===== src/rtl/norm_unit.sv =====
// Multi-cycle CLZ / CLO / left-normalize unit with start/busy/done handshake.
// Define NRM_FAST_EN to skip four leading zeros per edge while the top nibble is clear.
module norm_unit (
   input  logic        CLK,
   input  logic        RST,
   input  logic        NRM_Start,
   input  logic [31:0] NRM_DA,
   input  logic [1:0]  NRM_Func,
   output logic [31:0] NRM_DC,
   output logic [5:0]  NRM_Cnt,
   output logic        NRM_Busy,
   output logic        NRM_Done
);

   typedef enum logic [1:0] {S_IDLE, S_SCAN, S_DONE} state_t;
   typedef enum logic [1:0] {F_NONE = 2'b00, F_CLZ = 2'b01, F_CLO = 2'b10, F_NORM = 2'b11} func_t;

   state_t      state_q;
   func_t       func_q;
   logic [31:0] scan_q, scan_d;
   logic [5:0]  cnt_q, cnt_d;
   logic [31:0] dc_q;
   logic [5:0]  cnt_out_q;
   logic        scan_end;

   assign scan_end = scan_q[31] || (cnt_q == 6'd32);

   // One scan step; only used while scan_end is low.
   always_comb begin
      // NOTE: defaults first so every path assigns both signals and no latch is inferred.
      scan_d = {scan_q[30:0], 1'b0};
      cnt_d  = cnt_q + 6'd1;
`ifdef NRM_FAST_EN
      if (scan_q[31:28] == 4'b0000 && cnt_q <= 6'd28) begin
         scan_d = {scan_q[27:0], 4'b0000};
         cnt_d  = cnt_q + 6'd4;
      end
`endif
   end

   always_ff @(posedge CLK or posedge RST) begin
      if (RST) begin
         state_q   <= S_IDLE;
         func_q    <= F_NONE;
         scan_q    <= '0;
         cnt_q     <= '0;
         dc_q      <= '0;
         cnt_out_q <= '0;
      end else begin
         // NOTE: non-blocking assignments so every register samples pre-edge values.
         case (state_q)
            S_IDLE, S_DONE: begin
               if (NRM_Start) begin
                  func_q <= func_t'(NRM_Func);
                  scan_q <= (func_t'(NRM_Func) == F_CLO) ? ~NRM_DA : NRM_DA;
                  cnt_q  <= '0;
                  if (func_t'(NRM_Func) == F_NONE) begin
                     dc_q      <= '0;
                     cnt_out_q <= '0;
                     state_q   <= S_DONE;
                  end else begin
                     state_q <= S_SCAN;
                  end
               end else begin
                  state_q <= S_IDLE;
               end
            end
            S_SCAN: begin
               if (scan_end) begin
                  cnt_out_q <= cnt_q;
                  // For NORM the scan register already holds the operand shifted left by cnt.
                  dc_q      <= (func_q == F_NORM) ? scan_q : {26'b0, cnt_q};
                  state_q   <= S_DONE;
               end else begin
                  scan_q <= scan_d;
                  cnt_q  <= cnt_d;
               end
            end
            default: state_q <= S_IDLE;
         endcase
      end
   end

   assign NRM_DC   = dc_q;
   assign NRM_Cnt  = cnt_out_q;
   assign NRM_Busy = (state_q == S_SCAN);
   assign NRM_Done = (state_q == S_DONE);

endmodule


===== config.mk =====
export PLATFORM = sky130hd
export DESIGN_NAME = norm_unit
export DESIGN_NICKNAME = d
export VERILOG_FILES = /design/src/rtl/norm_unit.sv
export SDC_FILE = /design/constraint.sdc
export NUM_CORES = 1
export LEC_CHECK = 0
export CORE_ASPECT_RATIO = 0.5
export CORE_MARGIN = 2
export CORE_UTILIZATION = 33
export CTS_CLUSTER_SIZE = 12
export DETAILED_ROUTE_END_ITERATION = 7
export PLACE_DENSITY = 0.64
export SLEW_MARGIN = 25
export SYNTH_ARGS = -nofsm -noshare
export SYNTH_HDL_FRONTEND = slang
export SYNTH_SLANG_ARGS = --single-unit

===== constraint.sdc =====
create_clock -name CLK -period 2.3 [get_ports CLK]
set_clock_uncertainty 0.2 [all_clocks]
set_input_delay 0.23 -clock CLK [delete_from_list [all_inputs] [get_ports CLK]]
set_output_delay 0.23 -clock CLK [all_outputs]
set_load 0.05 [all_outputs]

* Yosys cells after proc, flatten, opt, wreduce, memory -nomap -nowiden
Index checks and enable logic that the tools add are counted.
** Word-level totals
- Flip-flop bits (word level) :: 80
- Output and inout bits :: 40
- Input bits :: 37
- Logic and storage cells :: 45
** Operators by class
- Equality and inequality tests :: 9
- Add/sub/neg operators :: 1
- Bitwise operators :: 1
- Muxes and demuxes :: 20
- Reductions and logical operators :: 8
** Operators with widths (number)
- $mux 32 :: 7
- $pmux 32 s2 :: 2
- $not 32->32 :: 1
- $mux 6 :: 5
- $pmux 6 s2 :: 2
- $add 6x1->6 const B :: 1
- $eq 2x2->1 const B :: 3
- $eq 6x6->1 const B :: 1
- $mux 2 :: 3
- $ne 2x2->1 const B :: 3
- $logic_not 2->1 :: 2
- $pmux 2 s2 :: 1
- $reduce_and 4->1 :: 1
- $reduce_and 3->1 :: 1
- $eq 2x1->1 const B :: 1
- $ne 2x1->1 const B :: 1
- $reduce_and 2->1 :: 1
- $reduce_bool 2->1 :: 1
- $reduce_or 2->1 :: 1
- $logic_or 1x1->1 :: 1

* Logic depth before layout (Yosys ltp)
Gate-level depths: netlist (run 1).
- Word-level depth :: 4
- Gate-level depth with buffers :: 8
- Gate-level depth less buffers :: 6

* Worst setup path after synthesis (run 1)
No wires, ideal clock.
- Path kind :: reg2reg
- From :: reg cnt_q[0]
- To :: reg cnt_out_q[2], in the netlist NRM_Cnt[2]
- Slack :: 0.477 ns
- Data arrival time :: 1.556 ns
- Data required time :: 2.033 ns
- Path buffers :: 2
- Period minus slack after synthesis :: 1.823 ns
- Library setup time :: 0.067 ns
- Stages on the path, launching flop included :: 9
- Path through :: dfrtp_1 -> inv_1 -> ha_1 -> and4b_1 -> a21oi_1 -> buf_2 -> buf_2 -> nand3_1 -> nand2_1
** Between the ends
- Longest elaborated chain between the ends :: 4
** RTL lines
- start: declaration :: line 21 : logic [5:0] cnt_q, cnt_d;
- start signal: assignment :: line 76 : cnt_q <= cnt_d;
- $eq 6x6->1 :: line 26 : assign scan_end = scan_q[31] || (cnt_q == 6'd32);
- $logic_or 1x1->1 :: line 26
- $ne 2x1->1 (no source line)
- $reduce_and 4->1 (no source line)
- end signal: assignment :: line 70 : cnt_out_q <= cnt_q;
- end: declaration :: line 23 : logic [5:0] cnt_out_q;
No other way between the ends.
A chain may end at the register's enable or synchronous reset.

* Worst setup path after layout (run 1)
- From :: reg cnt_q[4]
- To :: reg cnt_q[2]
** Between the ends
- Longest elaborated chain between the ends :: 4
** RTL lines (line)
- $eq 6x6->1 :: 26
- $logic_or 1x1->1 :: 26
- $ne 2x2->1 (no source line)
- $reduce_and 3->1 (no source line)
No other way between the ends.

==> results of run 1 <==
==> per-stage QoR <==
step / power, mW / std cells
after floorplan: 4.32 / 314
after global placement: 5.22 / 530
after global routing: 7.02 / 546
final: 6.66 / 546
after detailed placement: 5.26 / 530
after CTS: 6.71 / 546
==> routing by layer <==
metal / global-route usage (%) / vias up / wire (um)
met5: 0 / - / 0
met4: 3.89 / 0 / 44
met3: 4.47 / 4 / 326
met2: 25.3 / 53 / 4220
met1: 20.2 / 1392 / 4220
li1: - / 1303 / -
==> Yosys cell counts <==
cell type	n
nor3b_2	1
and4b_1	1
buf_2	11
o2bb2ai_2	1
nand2_1	48
o221ai_1	1
inv_1	6
and3_1	1
o221a_1	3
ha_1	2
mux2i_1	8
and3b_1	1
o2bb2ai_1	1
nor2_2	2
nor3_1	1
dfrtp_1	80
nor2_1	2
nand2_2	1
clkbuf_1	6
nand3_1	16
o21ai_4	1
nor3b_1	1
a21oi_1	1
buf_6	7
nand2b_1	3
a32o_1	1
nand4_1	2
nor2b_1	3
a21o_1	2
o221a_2	27
or3_4	1
a22o_1	26
xnor2_1	32
o21ai_0	14
==> kinds of logic (layout without fill, tap and decap cells) <==
group,count (synthesis),after routing,synth area share [%]
multiplexers,8,8,2.18
XOR/XNOR,32,32,7.62
AO/OA/AOI/OAI,78,78,19.4
flip-flops,80,80,54.4
AND/OR/NAND/NOR,84,84,10.8
adder cells (fa/ha/maj),2,2,0.680
buffers and inverters,30,117,4.86
==> registers in the layout, indices dropped and copies added (netlist names) <==
register	count
cnt_q	6
state_q	2
scan_q	32
NRM_DC	32
NRM_Cnt	6
func_q	2
==> worst max-delay path by stage <==
stage / startpoint / to / slack, ps
finish: cnt_q[4]$_DFFE_PP0P_ / cnt_q[2]$_DFFE_PP0P_ / 170
global route: cnt_q[4]$_DFFE_PP0P_ / cnt_q[2]$_DFFE_PP0P_ / 70
CTS: state_q[0]$_DFFE_PP0P_ / NRM_Done / 50
detailed placement: cnt_q[0]$_DFFE_PP0P_ / NRM_DC[17]$_DFFE_PP0P_ / -100
global placement: cnt_q[0]$_DFFE_PP0P_ / NRM_DC[18]$_DFFE_PP0P_ / 30
floorplan: cnt_q[0]$_DFFE_PP0P_ / NRM_Cnt[2]$_DFFE_PP0P_ / 480
==> timing repair <==
action,4_1_cts,5_1_grt
endpoints found under the setup margin,25,29
resized for setup,1,2
buffers inserted,0,0
==> critical path: cells and delay by family (launching register included) <==
family | cells | cell delay (ps)
AOI/OAI and AO/OA | 2 | 330
buffers and inverters | 2 | 580
DFF | 1 | 400
and+or+nand+nor | 2 | 510
==> where the power goes <==
group / switching [mW] / internal (mW)
clock: 0.575 / 0.846
sequential: 0.438 / 1.95
combinational: 1.68 / 1.17
==> layout make-up <==
class,instances,area (um^2),share of cell area [%]
clock inverter,6,68.8,1.38
clock buffer,10,229,4.59
sequential,80,2000,40.1
tap,145,181,3.63
inverter,6,26.3,0.526
timing repair buffer,95,966,19.4
multi-input combinational,204,1520,30.4
==> results_dict.tcl, run 1 <==
set metrics [dict create \
    hold_buffers 0 \
    fillers 1026 \
    cts_made_buffers 9 \
    cts_tree "yes" \
    crit_type "reg -> reg" \
    coreArea_um2 10900 \
    wirelength_um 8810 \
    diodes 0 \
    pwr_density_cell_nw_per_um2 1330 \
    ys_seq_elements 80 \
    gp_congestion 0.752 \
    path_cells "buf_4 > or3_4 > o21ai_4 > buf_4 > nor3b_1 > a21o_1" \
    worstPathRequired_ps 2320 \
    synth_area_leaders "dfrtp_1, o221a_2, xnor2_1" \
    die_area_um2 12100 \
    syn_nets 353 \
    layout_common_cells "dfrtp_1, clkdlybuf4s50_1, nand2_1, xnor2_1, o221a_2" \
    fin_ws_ps 169 \
    grt.overflow.total 0 \
    place_ws_ps -100 \
    timing.hold.ws_ps 78.4 \
    end_kind "flip-flop" \
    timing.rr.end "cnt_q[2]$_DFFE_PP0P_" \
    postSynthCellCount 314 \
    yosysTopAreaCell "dfrtp_1" \
    ir_drop_mv 0.429 \
    portBuffers 76 \
    ios 77 \
    ys_seq_area_share_pct 54.4 \
    clockRootBuffer "clkbuf_16" \
    grt_pass1_wl_um 14600 \
    status "finished, final reports clean" \
    fin_util_pct 45.7 \
    num_rows 27 \
    cp_slowest_stage_delay_ps 420 \
    grt_usage_pct 15.4 \
    reg2reg_from "cnt_q[4]$_DFFE_PP0P_" \
    syn_area_per_cell_um2 11.7 \
    rrSetupSlack_ps 170 \
    clkTransAtPathRegs_ps 60 \
    antenna_found_initial 0 \
    cpMaxStageDelayCell "buf_4" \
    r2r_cells 6 \
    grt_pass1_vias 2838 \
    slew_viol_final 0 \
    nets 435 \
    die_w_um 153 \
    tns_ps 0 \
    dp.final_hpwl_um 5890 \
    yosys_warnings 0 \
    period_share_pct 92.6 \
    drive_gt1_share_pct 18.0 \
    start_util_pct 33.7 \
    setup_viol 0 \
    worst_pin_slew_ps 668 \
    route.detailed.wl_per_inst_um 16.1 \
    yosysUniqueCellTypes 34 \
    clkLatencyLatePin_ps 340 \
    p_leak_nw 2.12 \
    area_delta_synth_final_pct 35.7 \
    dieHeight_um 78.7 \
    grt_max_degree 40 \
    vias 2752 \
    via_per_inst 5.04 \
    drv_cap 0 \
    firstDrtPassIters 4 \
    drtIter0Drc 153 \
    hold_path.class "in -> async" \
    period_needed_ps 2130 \
    critPathArrivalTime_ps 2160 \
    final_common_cell "dfrtp_1" \
    synth_top_area_share_pct 54.4 \
    fmax_mhz 469 \
    fin_area_um2 4990 \
    hold_viol 0 \
    startpoint_type "flip-flop" \
    htree_levels 3 \
    postRouteAntennaNets 0 \
    crit_path_frequent_cell "buf_4" \
    numClockSinks 80 \
    relSlewSlack_pct 55.3 \
    placed_cell_area_um2 4680 \
    rsz0062_at_grt "no" \
    worstPathMaxFanout 39 \
    synthesis.area_um2 3680 \
    clk_path_buf_depth 2 \
    drc 0 \
]
Power figures use the tool's default switching activity.
==> run 2, diff against run 1 <==
CORE_ASPECT_RATIO = unset   (was 0.5)
==> run 2 against run 1 <==
Net effect: routed wire length is 5.3% lower; first-iteration DRC count is 15% lower; register-to-register slack better by 20 ps; total power is 6.8% lower; global-route usage is 0.34 points lower; fmax is 1.1% higher.
==> results_dict.tcl, run 2 (same netlist as run 1, synthesis figures left out) <==
set metrics [dict create \
    crit_type "reg -> reg" \
    fmax_mhz 474 \
    critPathArrivalTime_ps 2140 \
    coreArea_um2 10800 \
    area_delta_synth_final_pct 31.0 \
    clk_path_buf_depth 2 \
    wirelength_um 8340 \
    firstDrtPassIters 4 \
    vias 2654 \
    route.detailed.wl_per_inst_um 15.5 \
    startpoint_type "flip-flop" \
    cts_tree "yes" \
    end_kind "flip-flop" \
    drv_cap 0 \
    dp.final_hpwl_um 5720 \
    grt_max_degree 81 \
    drive_gt1_share_pct 17.4 \
    ios 77 \
    grt.overflow.total 0 \
    worstPathMaxFanout 30 \
    pwr-share-comb_pct 44.6 \
    antenna_found_initial 0 \
    num_rows 38 \
    period_share_pct 91.6 \
    hold_viol 0 \
    hold_buffers 0 \
    gp_congestion 0.806 \
    placed_cell_area_um2 4610 \
    diodes 0 \
    htree_levels 3 \
    dieHeight_um 110 \
    cts_made_buffers 9 \
    grt_usage_pct 15.1 \
    seq_power_share_pct 38.3 \
    p_sw_share_pct 41.9 \
    clkTransAtPathRegs_ps 80 \
    worst_pin_slew_ps 580 \
    clkLatencyLatePin_ps 350 \
    drc 0 \
    grt_pass1_wl_um 13800 \
    portBuffers 76 \
    rsz0062_at_grt "no" \
    via_per_inst 4.94 \
    numClockSinks 80 \
    relSlewSlack_pct 61.2 \
    setup_viol 0 \
    timing.hold.ws_ps 149 \
    internal-power_mw 3.61 \
    die_w_um 110 \
    final_common_cell "dfrtp_1" \
    pwr_density_cell_nw_per_um2 1290 \
    nets 431 \
    instances_no_fill 537 \
    ir_drop_mv 0.451 \
    period_needed_ps 2110 \
    clockRootBuffer "clkbuf_8" \
    grt_pass1_vias 2689 \
    dpl.cell_count 521 \
    drtIter0Drc 130 \
    p_leak_nw 2.05 \
    fillers 1050 \
    switchingPower_mw 2.60 \
    pwr-share-clk_pct 17.1 \
    slew_viol_final 0 \
    hold_path.class "in -> async" \
    tns_ps 0 \
    die_area_um2 12000 \
    postCtsSetupBuffers 0 \
    layout_common_cells "dfrtp_1, clkdlybuf4s50_1, nand2_1, xnor2_1, o221a_2" \
    postRouteAntennaNets 0 \
    fin_area_um2 4820 \
    status "finished, final reports clean" \
    worstPathRequired_ps 2330 \
    start_util_pct 33.9 \
]
[run 2: changes by cell type in the layout (fill, tap and decap cells not counted)]
| cell | change |
|---|---|
| clkbuf_8 | +10 |
| nand2_2 | +1 |
| clkbuf_16 | -9 |
| clkinv_4 | -1 |
| nand2_4 | -1 |
| buf_12 | -3 |
| buf_4 | -1 |
| clkinvlp_4 | +1 |
| clkbuf_1 | -1 |
[run 2: final cells by class]
cell class                 instances  area, um^2  share of cell area (%)
sequential                        80        2000                    41.5
multi-input combinational        204        1510                    31.4
timing repair buffer              91         898                    18.6
tap                              140         175                    3.63
clock buffer                      10         138                    2.86
clock inverter                     6        67.6                    1.40
inverter                           6        26.3                   0.545
[run 2: what timing repair did]
item                                    CTS  global route
endpoints found under the hold margin     0             0
resized for setup                         1             1
endpoints found under the setup margin    8             1
[run 2: power by group through the flow]
stage | Combinational, mW | Sequential, mW | Clock (mW)
floorplan | 1.30 | 3.01 | 0
global placement | 2.74 | 2.40 | 0
detailed placement | 2.79 | 2.41 | 0
CTS | 2.80 | 2.39 | 1.09
global route | 2.98 | 2.46 | 1.14
finish | 2.77 | 2.38 | 1.06
[run 2: critical path: stages, from the launching register on]
cell and delay (ps):
dfrtp_1 450, or3_4 440, o21ai_4 150, nand2_2 350, o221a_2 380
[run 2: per-layer routing]
layer | up-vias | global-route usage (%) | routed length, um | part of all wire, %
li1 | 1288 | - | - | -
met1 | 1294 | 21.0 | 4020 | 48
met2 | 66 | 22.7 | 3790 | 45
met3 | 6 | 4.62 | 482 | 5.8
met4 | 0 | 4.16 | 53 | 0.64
met5 | - | 0 | 0 | 0
[run 2: worst paths after layout]
kind	startpoint	end	slack, ps	cells past startpoint
min in group CLK	NRM_Func[1]	func_q[1]$_DFFE_PP0P_	280	3
worst max-delay path	cnt_q[4]$_DFFE_PP0P_	scan_q[6]$_DFFE_PP0P_	190	4
worst min register to register	NRM_DC[2]$_DFFE_PP0P_	NRM_DC[2]$_DFFE_PP0P_	310	2
max in group asynchronous	RST	scan_q[18]$_DFFE_PP0P_	1430	3
worst min-delay path	RST	NRM_Cnt[4]$_DFFE_PP0P_	150	3
worst max register to register	cnt_q[4]$_DFFE_PP0P_	scan_q[6]$_DFFE_PP0P_	190	4
[run 2: per-stage QoR]
stage	setup WS (ps)	util, %	total power [mW]
2_1_floorplan	477	-	4.32
3_3_place_gp	61.5	42.5	5.14
3_5_place_dp	8.08	42.5	5.20
4_1_cts	27.0	44.4	6.27
5_1_grt	88.7	44.5	6.59
6_report	192	44.5	6.21
